<file path="config.mk">
export PLATFORM = sky130hd
export DESIGN_NAME = y_packer
export DESIGN_NICKNAME = d
export VERILOG_FILES = /design/src/rtl/y_packer.sv
export SDC_FILE = /design/constraint.sdc
export NUM_CORES = 1
export LEC_CHECK = 0
export ABC_AREA = 1
export BUFFER_PORTS_ARGS = -buffer_cell sky130_fd_sc_hd__clkbuf_2
export CAP_MARGIN = 20
export CORE_ASPECT_RATIO = 1.25
export CORE_MARGIN = 1.5
export CORE_UTILIZATION = 65
export DETAILED_ROUTE_END_ITERATION = 8
export HOLD_SLACK_MARGIN = 0.12
export PLACE_DENSITY = 0.83
export RECOVER_POWER = 50
export SYNTH_ARGS = -nofsm -noshare
export SYNTH_HDL_FRONTEND = slang
export SYNTH_SLANG_ARGS = --single-unit
</file>
<file path="constraint.sdc">
create_clock -name clk -period 6.8 [get_ports clk]
set_clock_uncertainty 0.2 [all_clocks]
set_input_delay 1.36 -clock clk [delete_from_list [all_inputs] [get_ports clk]]
set_output_delay 1.36 -clock clk [all_outputs]
set_load 0.02 [all_outputs]
</file>
<file path="src/rtl/y_packer.sv">
`default_nettype none
// ============================================================================
//  Module   : y_packer
//  Purpose  : Packs 4-bit luma pixels into 16-bit words (4 pixels per word)
//             while tracking raster position. Words leave through a 2-entry
//             valid/ready FIFO carrying line-end / frame-end tags.
//             Optional macro Y_MONO_DITHER_EN adds a 1-bit 4x4 Bayer
//             dithered mode (16 pixels per word), selected by the mono input
//             latched on the first pixel of each frame.
//  Revision : 1.0  initial release
// ============================================================================
module y_packer #(
  parameter int H_ACTIVE = 1600,
  parameter int V_ACTIVE = 1200
) (
  input  logic        clk,
  input  logic        rst,
  input  logic [3:0]  s_y,
  input  logic        s_valid,
  input  logic        s_sof,
  output logic        s_ready,
  input  logic        mono,
  output logic [15:0] m_data,
  output logic        m_valid,
  output logic        m_eol,
  output logic        m_eof,
  input  logic        m_ready,
  output logic        sof_err
);

  localparam int XW = (H_ACTIVE > 1) ? $clog2(H_ACTIVE) : 1;
  localparam int YW = (V_ACTIVE > 1) ? $clog2(V_ACTIVE) : 1;
  localparam logic [XW-1:0] C_X_LAST = XW'(H_ACTIVE - 1);
  localparam logic [YW-1:0] C_Y_LAST = YW'(V_ACTIVE - 1);

  // Raster position, current slot and partial word
  logic [XW-1:0] r_x;
  logic [YW-1:0] r_y;
  logic [3:0]    r_slot;
  logic [15:0]   r_word;
  logic          r_s_ready;
  logic          r_sof_err;

  // Output FIFO storage
  logic [15:0]   r_fifo_data [2];
  logic [1:0]    r_fifo_eol;
  logic [1:0]    r_fifo_eof;
  logic          r_wr_ptr;
  logic          r_rd_ptr;
  logic [1:0]    r_count;

  // Effective position/slot of the pixel being offered (s_sof forces origin)
  logic          w_accept;
  logic [XW-1:0] w_px_x;
  logic [YW-1:0] w_px_y;
  logic [3:0]    w_px_slot;
  logic          w_px_mono;
  logic          w_mono_bit;
  logic [3:0]    w_slot_last;
  logic [15:0]   w_word_next;
  logic          w_push;
  logic          w_pop;
  logic          w_eol;
  logic          w_eof;
  logic [1:0]    w_count_next;

  assign w_accept     = s_valid && r_s_ready;
  assign w_px_x       = s_sof ? '0 : r_x;
  assign w_px_y       = s_sof ? '0 : r_y;
  assign w_px_slot    = s_sof ? 4'd0 : r_slot;
  assign w_slot_last  = w_px_mono ? 4'd15 : 4'd3;
  assign w_push       = w_accept && (w_px_slot == w_slot_last);
  assign w_pop        = (r_count != 2'd0) && m_ready;
  assign w_eol        = (w_px_x == C_X_LAST);
  assign w_eof        = w_eol && (w_px_y == C_Y_LAST);
  assign w_count_next = r_count + {1'b0, w_push} - {1'b0, w_pop};

`ifdef Y_MONO_DITHER_EN
  logic       r_mono;
  logic [1:0] w_x_mod4;
  logic [1:0] w_y_mod4;

  function automatic logic [3:0] bayer(input logic [1:0] row, input logic [1:0] col);
    case ({row, col})
      4'd0:  return 4'd0;
      4'd1:  return 4'd8;
      4'd2:  return 4'd2;
      4'd3:  return 4'd10;
      4'd4:  return 4'd12;
      4'd5:  return 4'd4;
      4'd6:  return 4'd14;
      4'd7:  return 4'd6;
      4'd8:  return 4'd3;
      4'd9:  return 4'd11;
      4'd10: return 4'd1;
      4'd11: return 4'd9;
      4'd12: return 4'd15;
      4'd13: return 4'd7;
      4'd14: return 4'd13;
      default: return 4'd5;
    endcase
  endfunction

  assign w_x_mod4   = 2'(w_px_x);
  assign w_y_mod4   = 2'(w_px_y);
  // The frame origin pixel takes the live mono request; every other pixel
  // uses the mode latched at that origin.
  assign w_px_mono  = ((w_px_x == '0) && (w_px_y == '0)) ? mono : r_mono;
  assign w_mono_bit = (s_y > bayer(w_y_mod4, w_x_mod4));

  // Latch the packing mode on every accepted pixel (only changes at origin)
  always_ff @(posedge clk) begin
    if (rst) begin
      r_mono <= 1'b0;
    end else if (w_accept) begin
      r_mono <= w_px_mono;
    end
  end
`else
  logic w_unused_mono;
  assign w_unused_mono = mono;
  assign w_px_mono     = 1'b0;
  assign w_mono_bit    = 1'b0;
`endif

  // Merge the incoming pixel into the partial word; slot 0 starts a fresh word
  always_comb begin
    w_word_next = (w_px_slot == 4'd0) ? 16'h0000 : r_word;
    if (w_px_mono) begin
      w_word_next[w_px_slot] = w_mono_bit;
    end else begin
      w_word_next[{w_px_slot[1:0], 2'b00} +: 4] = s_y;
    end
  end

  // Raster counters, slot counter and partial word
  always_ff @(posedge clk) begin
    if (rst) begin
      r_x    <= '0;
      r_y    <= '0;
      r_slot <= 4'd0;
      r_word <= 16'h0000;
    end else if (w_accept) begin
      r_slot <= w_push ? 4'd0 : (w_px_slot + 4'd1);
      r_word <= w_word_next;
      if (w_px_x == C_X_LAST) begin
        r_x <= '0;
        r_y <= (w_px_y == C_Y_LAST) ? '0 : (w_px_y + YW'(1));
      end else begin
        r_x <= w_px_x + XW'(1);
        r_y <= w_px_y;
      end
    end
  end

  // One-cycle pulse when s_sof throws away a partially filled word
  always_ff @(posedge clk) begin
    if (rst) begin
      r_sof_err <= 1'b0;
    end else begin
      r_sof_err <= w_accept && s_sof && (r_slot != 4'd0);
    end
  end

  // Two-entry output FIFO; s_ready tracks post-edge occupancy
  always_ff @(posedge clk) begin
    if (rst) begin
      for (int i = 0; i < 2; i++) begin
        r_fifo_data[i] <= 16'h0000;
      end
      r_fifo_eol <= 2'b00;
      r_fifo_eof <= 2'b00;
      r_wr_ptr   <= 1'b0;
      r_rd_ptr   <= 1'b0;
      r_count    <= 2'd0;
      r_s_ready  <= 1'b1;
    end else begin
      if (w_push) begin
        r_fifo_data[r_wr_ptr] <= w_word_next;
        r_fifo_eol[r_wr_ptr]  <= w_eol;
        r_fifo_eof[r_wr_ptr]  <= w_eof;
        r_wr_ptr              <= ~r_wr_ptr;
      end
      if (w_pop) begin
        r_rd_ptr <= ~r_rd_ptr;
      end
      r_count   <= w_count_next;
      r_s_ready <= (w_count_next < 2'd2);
    end
  end

  assign s_ready = r_s_ready;
  assign sof_err = r_sof_err;
  assign m_valid = (r_count != 2'd0);
  assign m_data  = r_fifo_data[r_rd_ptr];
  assign m_eol   = r_fifo_eol[r_rd_ptr];
  assign m_eof   = r_fifo_eof[r_rd_ptr];

endmodule
`default_nettype wire

</file>
# Yosys cells after proc, flatten, opt, wreduce, memory -nomap -nowiden
# Memory sizes are Yosys's and may differ from the RTL's. A register that Yosys moved wholly into a read port is not among the register bits.
# Cells that the tools add are included.
classes:
  shifts: 2
  n_mux: 27
  bitwise_logic: 2
  n_addsub: 6
  magnitude_cmp: 4
  n_eq_ne: 3
  reduce_logical: 11
op_table:
  columns: ["cell", "n"]
  rows:
  - ["two-way mux 11 bit", 5]
  - ["two-way mux 16 bit", 2]
  - ["adder 11 x 1 -> 11 bit, second input constant", 2]
  - ["equality test 11 bit, second input constant", 2]
  - ["bitwise mux 16 bit", 1]
  - ["OR reduction 16 bit", 1]
  - ["variable shift 4 x 6 -> 16 bit, first input constant", 1]
  - ["indexed part select 4 x 6 -> 16 bit", 1]
  - ["two-way mux 1 bit", 14]
  - ["two-way mux 4 bit", 2]
  - ["logical AND 1 bit", 7]
  - ["negation 4 -> 6 bit", 1]
  - ["adder 4 x 1 -> 4 bit, second input constant", 1]
  - ["bitwise mux 2 bit", 2]
  - ["equality test 4 x 2 -> 1 bit, second input constant", 1]
  - ["logical NOT 4 bit", 1]
  - ["less-than comparator 1 x 2 -> 1 bit, second input constant", 2]
  - ["nonzero test 4 bit", 1]
  - ["adder 2 x 1 -> 2 bit", 1]
  - ["less-than comparator 2 bit, second input constant", 1]
  - ["NOT 1 bit", 2]
  - ["nonzero test 2 bit", 1]
  - ["subtractor 2 x 1 -> 2 bit", 1]
  - ["demux 1 bit (select 1 bit)", 1]
  - ["greater-or-equal comparator 1 bit, second input constant", 1]
totals:
  mem_bits_rw: 32
  regBits: 52
  input_bits: 10
  mem_count: 1
  out_inout_bits: 21
  wordCells: 67
memory_table:
  columns: ["memory", "depth", "word_bits", "rd", "rd_clocked_by_memory_dff", "write_ports", "line", "rtl"]
  rows:
  - ["r_fifo_data", 2, 16, 1, 1, 2, "45", "logic [15:0] r_fifo_data [2];"]

# Depth between registers and ports, before layout
depth:
  depth_word: 8
  ltp_mapped: 13
  depth_no_buf: 13

# Worst setup path before layout
# Ideal clock, no wire load.
synth_path:
  path_kind: "input to register"
  startpoint: "in s_sof"
  endpoint: "mem r_fifo_data[0][0], enable pin"
  stages: 10
  path_slack_ns: 3.285
  setup_ns: 0.374
  required_time_ns: 6.226
  path_buffers: 2
  t_arrival_ns: 2.941
  cell_sequence: "inv_2 buf_6 nand2_1 buf_2 inv_1 ha_1 nand3_2 nor2_1 nand2_2 nand2_1"
synth_rtl:
  columns: ["item", "line", "rtl"]
  rows:
  - ["from (decl)", "20", "input logic s_sof,"]
  - ["to (decl)", "45", null]

==> results by stage <==
Clock network:
- The clock edge transition at the registers on the reported setup and hold paths is 0.08 ns.
- TritonCTS built the clock tree.
- The later pin in the worst-skew pair is clocked with a latency of 0.35 ns.
- The clock tree root buffer cell is sky130_fd_sc_hd__clkbuf_8.
- In this run, CTS created clock tree buffers numbering 9.
- The number of clock sinks is 85.
- The deepest level of the CTS H-tree is 3.
- Post-CTS repair changed the size of 0 cells.
- The number of setup buffers added after CTS is 0.
- In this run the deepest clock path goes through 2 buffers.
- Hold repair after CTS inserted 0 buffers.

Yosys:
- For this run, the number of Yosys warnings is 0.
- By count the netlist is led by sky130_fd_sc_hd__nand2_1, sky130_fd_sc_hd__nor2_1, sky130_fd_sc_hd__inv_1.
- Summed over all instances, the cell type with the most area after synthesis is sky130_fd_sc_hd__dfxtp_1.
- The most frequently used flop master after synthesis is sky130_fd_sc_hd__dfxtp_1.
- Synthesis inferred 85 register bits.
- Counting distinct cell types in the post-synthesis netlist gives 34.
- By area the synthesized netlist is led by sky130_fd_sc_hd__dfxtp_1, sky130_fd_sc_hd__edfxtp_1, sky130_fd_sc_hd__nand2_1.
- The most common cell in the synthesized netlist is sky130_fd_sc_hd__nand2_1.
- The gate count after technology mapping is 562.
- After synthesis, the share of flip-flops with an asynchronous set or reset is 0%.
- In this run, synthesis inferred 32 flip-flops with an integrated enable.
- The post-synth net total is 581.
- The portion of the post-synthesis area used by sequential elements is 46.3%.
- The synthesized area per cell is 7.77 sq um.
- The netlist area before placement is 0.00437 sq mm.
- The area fraction of the dominant cell type after synthesis is 24.3%.

Timing:
- The relative slew slack is -29.3%.
- Setup repair after global routing left no endpoint under its margin.
- For the finished layout, the period the worst path requires is 5.18 ns.
- The fmax is 0.193 GHz.
- The max-slew violation total from the final report is 45.
- At the pin with the least slew margin, the transition time is 1.94 ns.
- The count of final hold-check violations is 0.
- Across all setup checks in the final design, the least slack found is 1.62 ns.
- The final hold slack is 0.268 ns.
- Setup violations remaining at the end of the flow were counted as 0.
- The final critical path takes up 76.2% of the cycle.
- Adding up every negative setup slack in the final design gives 0 ns.

Worst setup path:
- The startpoint identified for the worst register-to-register timing path is s_ready$_SDFF_PP1_.
- The number of cells on the worst reg-to-reg path is 7.
- The peak fanout along the critical path is 25.
- The worst setup path is launched from an input port.
- The capture instance of the worst register-to-register path is r_fifo_data[1][11]$_SDFFCE_PN0P_.
- The required arrival time at the worst endpoint is 6.52 ns.
- Setup slack on the worst reg-to-reg path comes out at 3.06 ns.
- The slowest stage of the critical path belongs to the cell sky130_fd_sc_hd__nand2_1.
- By startpoint and endpoint, the worst setup path is classified as input port to flop.
- The library cell appearing most often on the critical path is sky130_fd_sc_hd__nand2_1.
- Data arrives at the worst endpoint at 4.90 ns.
- STA classifies the critical path endpoint as a flop.
- The stage delay of the slowest cell on the critical path is 0.65 ns.
- Traced cell by cell, the critical path runs through clkbuf_1, inv_1, nand2_1, inv_1, ha_1, nand3_1, nor2_1, nand2_1, nand2_1.

Finish:
- Once layout is complete, the utilization of the core stands at 72.1%.
- The area of all placed cells without fillers is 0.00471 sq mm.
- After the last flow step, the layout net total stands at 600.
- The diode insertion count for antenna repair is 0.
- The post-route netlist has 7.85% of its cells at a drive strength greater than 1.
- From synthesis to final layout, the design area changed by 7.73%.
- The filler-free cell count of the finished design is 673.

Detailed routing:
- In this run, the number of DRC markers left after iteration 0 of detailed routing was 204.
- The first detailed-routing pass ran for 6 iterations.
- The average routed wire per standard cell is 12.8 um.
- The routed design has 8620 um of wire.
- The detailed router placed 3,634 vias in this run.
- The remaining design rule violation count is 0.
- Once detail routing completed, the nets flagged for antenna violations numbered 0.
- The via count normalized by instance count is 5.40.

Power:
- The worst supply voltage drop on vdd is 132 uV.
- The leakage power summed over all cells is 1.93 nW.
- For this design the ratio of total power to cell area is 231 mW/mm^2.
- The sum of internal, switching and leakage power is 1.09 mW.

Die:
- The die covers 0.00722 sq mm.
- For this design the top-level I/O count stands at 31.
- The number of placement rows is 33.
- The area of the core is 0.00652 sq mm.
- The die is 94.7 um tall.
- The initial utilization of the core area, before any placement, comes to 67.0%.
- The die is 76.3 um wide.

Hold path:
- The terminating pin of the worst hold path is r_y[10]$_SDFFE_PP0P_.
- The number of cells on the worst hold path is 2.
- In this run the most critical hold path is launched from r_y[10]$_SDFFE_PP0P_.
- The worst hold path belongs to the class flop to flop.

Global route:
- The number of global-route vias before repair was 3,515.
- The global-route congestion overflow total is 0.
- Entering global routing, the biggest net connects 45 pins.
- The first global-routing pass estimated 14,900 um of wire.
- The number of antenna violations at the first check in global routing is 0.
- The overall track demand over capacity in global routing is 25.5%.

Place:
- The instance area at placement is 0.00453 sq mm.
- The post-place setup slack is 1.89 ns.
- The number of buffers added on ports is 29.
- The number of placed cells counting well taps is 657.
- Routability-driven placement finished with a final weighted congestion of 0.922.
- The final HPWL from detailed placement is 5820 um.

Outcome:
- The run finished, with violations left.
- The checks that failed: max-capacitance violations, max-slew violations.

Flow run:
- Across the run, the number of max-cap violations was 1.
-- logic make-up (layout without fill, tap and decap cells) --
group / after synthesis / count (layout) / synth area share [%]
buffers and inverters: 107 / 131 / 9.68
multiplexers: 16 / 16 / 4.12
adder cells (fa/ha/maj): 9 / 9 / 2.58
XOR/XNOR: 8 / 8 / 1.60
flip-flops: 85 / 85 / 46.3
AND/OR/NAND/NOR: 258 / 258 / 25.5
AO/OA/AOI/OAI: 79 / 79 / 10.2
-- power breakdown --
part	switching [mW]	total (mW)	internal, mW
clock	0.179	0.424	0.245
sequential	0.0105	0.554	0.543
combinational	0.0752	0.108	0.0330
total	0.265	1.09	0.821
-- sequential cells by signal, indices dropped and copies added, names as in the netlist, named ones only --
| signal | flops |
|---|---|
| r_slot | 4 |
| r_fifo_eol | 2 |
| s_ready | 1 |
| r_rd_ptr | 1 |
| sof_err | 1 |
| r_x | 11 |
| r_word | 16 |
| r_fifo_data | 32 |
| r_count | 2 |
| r_y | 11 |
| r_wr_ptr | 1 |
| r_fifo_eof | 2 |
-- cell type report --
type,instances,area (sq um)
well taps,87,109
multi-input cells,370,1890
clock buffers,10,128
inverters,85,319
fillers,533,1820
repair buffers,30,123
clock inverters,6,113
flip-flops and latches,85,2020
-- worst max-delay path by stage --
stage               start                          endpoint  slack, ns  cells after the start
finish              s_sof  r_fifo_data[1][11]$_SDFFCE_PN0P_       1.62                      9
global route        s_sof  r_fifo_data[1][11]$_SDFFCE_PN0P_       1.21                      9
CTS                 s_sof  r_fifo_data[1][11]$_SDFFCE_PN0P_       2.26                      9
detailed placement  s_sof  r_fifo_data[1][12]$_SDFFCE_PN0P_       1.89                      9
global placement    s_sof  r_fifo_data[1][14]$_SDFFCE_PN0P_       2.00                      9
floorplan           s_sof   r_fifo_data[0][0]$_SDFFCE_PN0P_       3.28                     10
-- layer usage --
metal | vias up | routed length [um] | track usage (%)
li1 | 1853 | - | -
met1 | 1691 | 3650 | 28.7
met2 | 78 | 4500 | 47.5
met3 | 12 | 365 | 4.25
met4 | 0 | 112 | 11.6
met5 | - | 0 | 0
-- placed cells by master, fill, tap and decap left out, types with 2 or more instances in the layout --
master / Yosys / final
sky130_fd_sc_hd__clkbuf_8: 0 / 9
sky130_fd_sc_hd__a32oi_1: 8 / 8
sky130_fd_sc_hd__o21ai_1: 2 / 2
sky130_fd_sc_hd__edfxtp_1: 32 / 32
sky130_fd_sc_hd__a21oi_1: 38 / 38
sky130_fd_sc_hd__nand3_1: 35 / 37
sky130_fd_sc_hd__clkbuf_2: 0 / 5
sky130_fd_sc_hd__xnor2_1: 5 / 5
sky130_fd_sc_hd__clkbuf_1: 14 / 25
sky130_fd_sc_hd__o21ai_0: 21 / 21
sky130_fd_sc_hd__bufinv_16: 0 / 3
sky130_fd_sc_hd__xor2_1: 3 / 3
sky130_fd_sc_hd__dfxtp_1: 53 / 53
sky130_fd_sc_hd__nand2_1: 110 / 111
sky130_fd_sc_hd__clkinv_4: 0 / 2
sky130_fd_sc_hd__mux2_2: 16 / 16
sky130_fd_sc_hd__ha_1: 9 / 9
sky130_fd_sc_hd__o22ai_1: 3 / 3
sky130_fd_sc_hd__nor4_1: 2 / 2
sky130_fd_sc_hd__nand4_1: 8 / 8
sky130_fd_sc_hd__nor2_2: 6 / 4
sky130_fd_sc_hd__nor3_1: 3 / 4
sky130_fd_sc_hd__nor2_1: 82 / 85
sky130_fd_sc_hd__o31ai_1: 4 / 4
sky130_fd_sc_hd__o211ai_1: 2 / 2
sky130_fd_sc_hd__nand3b_1: 3 / 3
sky130_fd_sc_hd__inv_1: 81 / 83
-- worst max-delay path: cells and delay by family --
| kind | cells | cell delay [ns] |
|---|---|---|
| buffers and inverters | 3 | 1.25 |
| AND/OR/NAND/NOR | 5 | 2.00 |
| adder cells (fa/ha/maj) | 1 | 0.28 |
Power figures use the tool's default switching activity.
